### src/rtl/uart_rx.sv
// 8N1 UART receiver, LSB first, mid-bit sampling, one-cycle valid / frame_err strobes.
// Optional: define UART_RX_MAJORITY_EN for 2-of-3 voting around each bit centre.
module uart_rx #(
   parameter int CLK_FREQ = 50000000,
   parameter int BAUD     = 9600
) (
   input  logic       clk,
   input  logic       reset,
   input  logic       rx,
   output logic [7:0] data,
   output logic       valid,
   output logic       frame_err,
   output logic       busy
);

   localparam int CLKS_PER_BIT = CLK_FREQ / BAUD;
   localparam int HALF_BIT     = CLKS_PER_BIT / 2;

`ifdef UART_RX_MAJORITY_EN
   // Decision lands one count after the centre; restarting at 1 keeps the bit period exact.
   localparam int CW        = $clog2(CLKS_PER_BIT + 1);
   localparam int START_DEC = HALF_BIT;
   localparam int BIT_DEC   = CLKS_PER_BIT;
   localparam int CNT_RST   = 1;
`else
   localparam int CW        = $clog2(CLKS_PER_BIT);
   localparam int START_DEC = HALF_BIT - 1;
   localparam int BIT_DEC   = CLKS_PER_BIT - 1;
   localparam int CNT_RST   = 0;
`endif

   localparam logic [CW-1:0] START_DEC_C = CW'(START_DEC);
   localparam logic [CW-1:0] BIT_DEC_C   = CW'(BIT_DEC);
   localparam logic [CW-1:0] CNT_RST_C   = CW'(CNT_RST);

   typedef enum logic [1:0] {IDLE, START, DATA, STOP} state_t;

   state_t          state_q, state_d;
   logic [CW-1:0]   cnt_q, cnt_d;
   logic [2:0]      bit_idx_q, bit_idx_d;
   logic [7:0]      shreg_q, shreg_d;
   logic [7:0]      data_q, data_d;
   logic            valid_q, valid_d;
   logic            frame_err_q, frame_err_d;
   logic            busy_q, busy_d;
   logic            wait_high_q, wait_high_d;
   logic            rx_meta_q, rx_s_q;
   logic            bit_val;

`ifdef UART_RX_MAJORITY_EN
   // vote_q[0] = rx_s one cycle ago, vote_q[1] = two cycles ago
   logic [1:0] vote_q;

   always_ff @(posedge clk or posedge reset) begin
      if (reset) vote_q <= 2'b11;
      else       vote_q <= {vote_q[0], rx_s_q};
   end

   assign bit_val = (vote_q[1] & vote_q[0]) | (vote_q[1] & rx_s_q) | (vote_q[0] & rx_s_q);
`else
   assign bit_val = rx_s_q;
`endif

   always_comb begin
      state_d     = state_q;
      cnt_d       = cnt_q;
      bit_idx_d   = bit_idx_q;
      shreg_d     = shreg_q;
      data_d      = data_q;
      valid_d     = 1'b0;
      frame_err_d = 1'b0;
      busy_d      = busy_q;
      wait_high_d = wait_high_q;
      case (state_q)
         IDLE: begin
            // After a break the line must return high before a new start edge counts.
            if (wait_high_q) begin
               if (rx_s_q) wait_high_d = 1'b0;
            end else if (!rx_s_q) begin
               state_d = START;
               cnt_d   = '0;
               busy_d  = 1'b1;
            end
         end
         START: begin
            if (cnt_q == START_DEC_C) begin
               if (!bit_val) begin
                  state_d   = DATA;
                  bit_idx_d = 3'd0;
                  cnt_d     = CNT_RST_C;
               end else begin
                  state_d = IDLE;
                  busy_d  = 1'b0;
                  cnt_d   = '0;
               end
            end else begin
               cnt_d = cnt_q + 1'b1;
            end
         end
         DATA: begin
            if (cnt_q == BIT_DEC_C) begin
               shreg_d[bit_idx_q] = bit_val;
               cnt_d              = CNT_RST_C;
               if (bit_idx_q == 3'd7) state_d   = STOP;
               else                   bit_idx_d = bit_idx_q + 3'd1;
            end else begin
               cnt_d = cnt_q + 1'b1;
            end
         end
         STOP: begin
            if (cnt_q == BIT_DEC_C) begin
               if (bit_val) begin
                  data_d  = shreg_q;
                  valid_d = 1'b1;
               end else begin
                  frame_err_d = 1'b1;
                  wait_high_d = 1'b1;
               end
               state_d = IDLE;
               busy_d  = 1'b0;
               cnt_d   = '0;
            end else begin
               cnt_d = cnt_q + 1'b1;
            end
         end
         default: begin
            state_d = IDLE;
            busy_d  = 1'b0;
            cnt_d   = '0;
         end
      endcase
   end

   always_ff @(posedge clk or posedge reset) begin
      if (reset) begin
         rx_meta_q   <= 1'b1;
         rx_s_q      <= 1'b1;
         state_q     <= IDLE;
         cnt_q       <= '0;
         bit_idx_q   <= 3'd0;
         shreg_q     <= 8'h00;
         data_q      <= 8'h00;
         valid_q     <= 1'b0;
         frame_err_q <= 1'b0;
         busy_q      <= 1'b0;
         wait_high_q <= 1'b0;
      end else begin
         rx_meta_q   <= rx;
         rx_s_q      <= rx_meta_q;
         state_q     <= state_d;
         cnt_q       <= cnt_d;
         bit_idx_q   <= bit_idx_d;
         shreg_q     <= shreg_d;
         data_q      <= data_d;
         valid_q     <= valid_d;
         frame_err_q <= frame_err_d;
         busy_q      <= busy_d;
         wait_high_q <= wait_high_d;
      end
   end

   assign data      = data_q;
   assign valid     = valid_q;
   assign frame_err = frame_err_q;
   assign busy      = busy_q;

endmodule

### config.mk
export PLATFORM = sky130hd
export DESIGN_NAME = uart_rx
export DESIGN_NICKNAME = d
export VERILOG_FILES = /design/src/rtl/uart_rx.sv
export SDC_FILE = /design/constraint.sdc
export NUM_CORES = 1
export LEC_CHECK = 0
export CAP_MARGIN = 25
export CORE_AREA = 2 2 45 89
export DETAILED_ROUTE_END_ITERATION = 10
export DIE_AREA = 0 0 47 91
export PLACE_DENSITY = 0.81
export SETUP_SLACK_MARGIN = 0.2
export SYNTH_ARGS = -nofsm -noshare
export SYNTH_HDL_FRONTEND = slang
export SYNTH_SLANG_ARGS = --single-unit
### constraint.sdc
create_clock -name clk -period 2.3 [get_ports clk]
set_input_delay 0.46 -clock clk [delete_from_list [all_inputs] [get_ports clk]]
set_output_delay 0.46 -clock clk [all_outputs]
set_load 0.05 [all_outputs]
Word-level counts from Yosys, hierarchy flattened
Index checks and enable logic that the tools add are counted.

Memories kept: 0. Latch bits: 0. Logic and storage cells: 80. Output and inout port bits: 11. Bits in registers: 40. ROM bits: 0. Memory bits (writable): 0.

Shift operators: 0. Multiplexer cells: 36. Reduce and logical (&&, ||, !) cells: 13. Multiply operators: 0. Eq/ne operators: 16. Divide/modulo/power cells: 0. Bitwise logic cells: 0. Magnitude comparators: 2. Add/subtract/negate cells: 2.

Operators by type and width (count): $mux W13 (4); $pmux W13 S3 (1); $ne A2 B2 Y1 const B (10); $mux W1 (14); $mux W2 (7); $add A13 B1 Y13 const B (1); $eq A13 B12 Y1 const B (1); $eq A13 B13 Y1 const B (1); $mux W3 (4); $reduce_and A6 Y1 (2); $bwmux W8 (1); $pmux W2 S4 (1); $pmux W3 S2 (1); $reduce_and A3 Y1 (2); $reduce_and A5 Y1 (1); $eq A2 B2 Y1 const B (2); $lt A3 B4 Y1 const B (1); $reduce_and A2 Y1 (2); $reduce_bool A2 Y1 (2); $add A3 B1 Y3 const B (1); $demux W1 S3 (1); $eq A3 B3 Y1 const B (1); $ge A3 B1 Y1 const B (1); $pmux W1 S3 (1); 6 further kinds (6).

Logic depth before layout (Yosys ltp)
Word-level depth: 5. Depth in mapped cells: 7.

Worst setup path before layout
No wires, ideal clock.

Kind: register -> register. Start: reg cnt_q[0]. End: reg shreg_q[4]. Stages on the path, launching flop included: 7. Library setup time: 0.125 ns. Buffers on the path: 0. Arrival: 1.731 ns. Path slack: 0.445 ns. Path through: dfrtp_1 -> ha_1 -> nor3b_4 -> and4_4 -> nand3b_4 -> nor3b_1 -> mux2_2.

Cells in the longest elaborated chain, start to end: 2.

Ends and longest elaborated chain: from (decl) (RTL line 39) `logic [CW-1:0] cnt_q, cnt_d;`; from (signal assigned) (RTL line 151) `cnt_q <= cnt_d;`; $eq A13 B13 Y1 (RTL line 101) `if (cnt_q == BIT_DEC_C) begin`; $reduce_and A2 Y1 (no source line); to (signal assigned) (RTL line 153) `shreg_q <= shreg_d;`; to (decl) (RTL line 41) `logic [7:0] shreg_q, shreg_d;`.

Every way passes these cells. A chain may end at the register's enable or synchronous reset.

Worst setup path in the final report
Start: reg cnt_q[1]. End: reg shreg_q[2].

Same word-level chain as after synthesis.

==> results by group <==
Outcome
  • Status: finished, final reports clean

Worst setup path
  • CP bufs+invs: 0
  • Worst R2R Path Depth: 6
  • CP Capture Type: flop
  • Crit start category: flop
  • Critical path's largest stage delay: 0.42 ns
  • Worst R2R Start: cnt_q[1]$_DFFE_PP0P_
  • Top cell family by delay on the critical path: simple AND/OR/NAND/NOR gates
  • Worst path required time: 2.48 ns
  • Crit path cell chain: ha_1 -> nor3b_4 -> and4_4 -> nand3b_4 -> nor3b_1 -> mux2_2
  • Crit. path cell count: 6
  • Slowest CP cell: dfrtp_1
  • Worst EP arrival: 2.17 ns
  • Max FO, Critical Path: 5
  • Kind of critical path: flop to flop
  • Crit. Startpoint: cnt_q[1]$_DFFE_PP0P_

Power and ir drop
  • P_leak: 1.11 nW
  • P_sw: 0.254 mW
  • Power Density: 515 mW/mm^2
  • Worst ir drop on vdd: 0.524 mV
  • Cell Int Power: 0.922 mW
  • Switching Fraction: 21.6%
  • Flop pwr share: 60.3%
  • Clock power share: 38.0%
  • Power share of the combinational group: 1.7%

Detailed routing
  • Post-route ant nets: 0
  • DRC violations left: 0
  • DRT Wirelength: 3.74 mm
  • Vias per cell: 5.85
  • Drt pass-1 iters: 4
  • Initial DRC count: 25
  • DR WL/cell: 15.0 um
  • Vias: 1,457

Timing
  • Worst setup margin: 0.314 ns
  • Final worst path period share: 86.3%
  • Total Neg Setup Slack: 0 ns
  • Final setup violation count: 0
  • Final Max Slew Viols: 0
  • RSZ-0062 raised after global routing: false
  • Final Hold Violating Endpoints: 0
  • Setup Skew: 0.00926 ns
  • Slew margin rel.: 66.8%
  • Actual slew at the worst max-slew pin: 0.497 ns
  • Maximum operating frequency: 0.504 GHz
  • Tmin final: 1.99 ns

Finish
  • Layout cells sized above 1: 20.5%
  • Seq. cell area: 0.00100 sq mm
  • Layout area overhead: 13.6%
  • Most frequent cells in the layout: dfrtp_1 (37), nand2_1 (18), nor2_1 (14), clkdlybuf4s50_1 (13), mux2_2 (12)
  • Most common cell after layout, fill and taps aside: dfrtp_1
  • Final net count: 206
  • Fill count: 292
  • Ant diodes: 0
  • Area of the multi-input gates: 966 sq um

Die
  • Total die area: 0.00428 sq mm
  • Die height: 91 um
  • Initial Util: 56.3%
  • # IOs: 14
  • Total core area: 0.00357 sq mm
  • Chip width: 47 um
  • Cell Rows: 31

Synth
  • Yosys warning total: 0
  • Gate Count Post-Synth: 183
  • Mapped cell area: 0.00201 sq mm
  • Flops & latches, synth: 40
  • Post-synth net total: 190
  • Largest area contributor in the netlist: dfrtp_1
  • Syn Area/Cell: 11.0 sq um
  • Sequential-to-total area share from yosys stat: 49.9%
  • Post-synthesis simple-gate area fraction: 21.2%
  • Post-synth top area share: 47.3%
  • Area contributors post-synth: dfrtp_1 (47%), mux2_2 (6.7%), a22o_1 (3.5%)
  • Synth Area in Adders: 2.49%
  • Largest family of logic cells by synthesized area: simple AND/OR/NAND/NOR gates
  • Complex-gate fraction of the synthesized area: 13.8%
  • Post-synthesis xor/xnor area fraction: 0.871%
  • Mux cell area share after synthesis: 9.46%
  • Synth cell types: 43

GRT
  • Total congestion overflow: 0
  • Vias in the first global route: 1,522
  • Global-route wire length before repair: 6.52 mm
  • Initial antenna violation count: 0
  • All-Layer GR Usage: 20.5%
  • Largest net degree at the start of global routing: 41

Clocking
  • Clock slew at reported path FFs: 0.08 ns
  • CTS H-Tree Depth: 2
  • TritonCTS clock tree: yes
  • Clock buffer depth: 2
  • Clk root buf: clkbuf_8
  • Clk_lat worst skew: 0.29 ns
  • Num CTS Buffers: 5
  • Clock Sink Count: 40

Job
  • Max Cap Viol: 0

Hold path
  • Hold path startpoint: rx_meta_q$_DFF_PP1_
  • Hold depth: 0
  • Min-Delay Path Class: flop to flop

Place
  • IO Port Bufs: 13
  • DP HPWL: 2.78 mm
  • Gp weighted congestion: 0.794
  • DP Worst Slack: 0.187 ns
==> power groups by stage <==
| stage | clock (mW) | combinational [mW] | sequential (mW) |
|---|---|---|---|
| after floorplan | 0 | 0.0145 | 0.720 |
| after global placement | 0 | 0.0210 | 0.723 |
| after detailed placement | 0 | 0.0214 | 0.723 |
| after CTS | 0.463 | 0.0213 | 0.710 |
| after global routing | 0.493 | 0.0247 | 0.710 |
| final | 0.447 | 0.0202 | 0.710 |
==> repair_timing <==
action                     4_1_cts  5_1_grt
cloned                           0        0
setup endpoints to repair        2        4
hold buffers                     0        0
setup buffers                    0        0
pin swaps                        0        1
gates resized for setup          1        2
==> cell type report <==
| type | instances | area share [%] |
|---|---|---|
| inverters | 3 | 0.493 |
| clock buffers | 5 | 3.01 |
| flip-flops and latches | 40 | 44.0 |
| multi-input cells | 133 | 42.3 |
| clock inverters | 3 | 0.822 |
| well taps | 49 | 2.68 |
| repair buffers | 16 | 6.68 |
==> metal layers <==
layer	global-route usage, %	part of all wire [%]	up-vias
li1	-	-	701
met3	3.98	1.9	6
met5	0	0	-
met4	7.18	1.4	0
met2	36.4	58	21
met1	22.3	38	729
==> state kept, by name, indices dropped and copies added, names as in the netlist, 3 cells and up, named ones only <==
signal and count:
shreg_q 8, data 8, cnt_q 13, bit_idx_q 3
==> metrics by stage <==
stage                     util (%)  power [mW]  instances  hold WS (ns)  instance area (sq um)
after floorplan                  -       0.735        183         0.345                   2010
after global placement        61.3       0.744        241         0.346                   2190
after detailed placement      61.3       0.745        241         0.350                   2190
after CTS                     63.8        1.19        249         0.359                   2280
after global routing          64.0        1.23        249         0.364                   2280
final                         64.0        1.18        249         0.355                   2280
==> synth_stat cells <==
master and number:
a21oi_1 8, o21ai_0 7, or2_2 1, nand3b_1 3, dfstp_2 2, clkbuf_1 4
a21o_1 3, and4_4 1, o21ai_1 1, o21a_1 1, dfrtp_1 38, nor3b_1 2
a31oi_1 8, nand3_1 10, inv_1 3, nor3_1 3, nor2b_1 2, nand2_1 18
nor3b_4 1, o41ai_1 1, and3_4 1, and3b_1 1, o31ai_1 3, buf_6 1
nor3b_2 1, and4bb_2 1, buf_2 2, mux2i_1 1, nor2_4 1, nor4_1 3
and4b_1 1, nor2_1 14, mux2_2 12, nand2b_1 1, nand3b_4 1, mux2_4 3
nand4_4 1, o21bai_1 2, nand4_2 1, a22o_1 8, ha_1 4, nor4b_1 1
xnor2_1 2
==> path summary, 6_finish.rpt <==
| check | slack [ns] | endpoint |
|---|---|---|
| max | 0.31 | shreg_q[2]$_DFFE_PP0P_ |
| min | 0.35 | bit_val$_DFF_PP1_ |
| max reg2reg | 0.31 | shreg_q[2]$_DFFE_PP0P_ |
| min reg2reg | 0.35 | bit_val$_DFF_PP1_ |
| max in group asynchronous | 1.34 | cnt_q[0]$_DFFE_PP0P_ |
| min in group asynchronous | 0.58 | data[4]$_DFFE_PP0P_ |
==> cell families after synthesis <==
| family | Yosys count |
|---|---|
| AOI/OAI and AO/OA | 42 |
| xor gates and xnor gates | 2 |
| adders and majority gates | 4 |
| buffers and inverters | 10 |
| DFF | 40 |
| muxes | 16 |
| and+or+nand+nor | 69 |
Note: power is estimated with default switching activity, not from simulation.
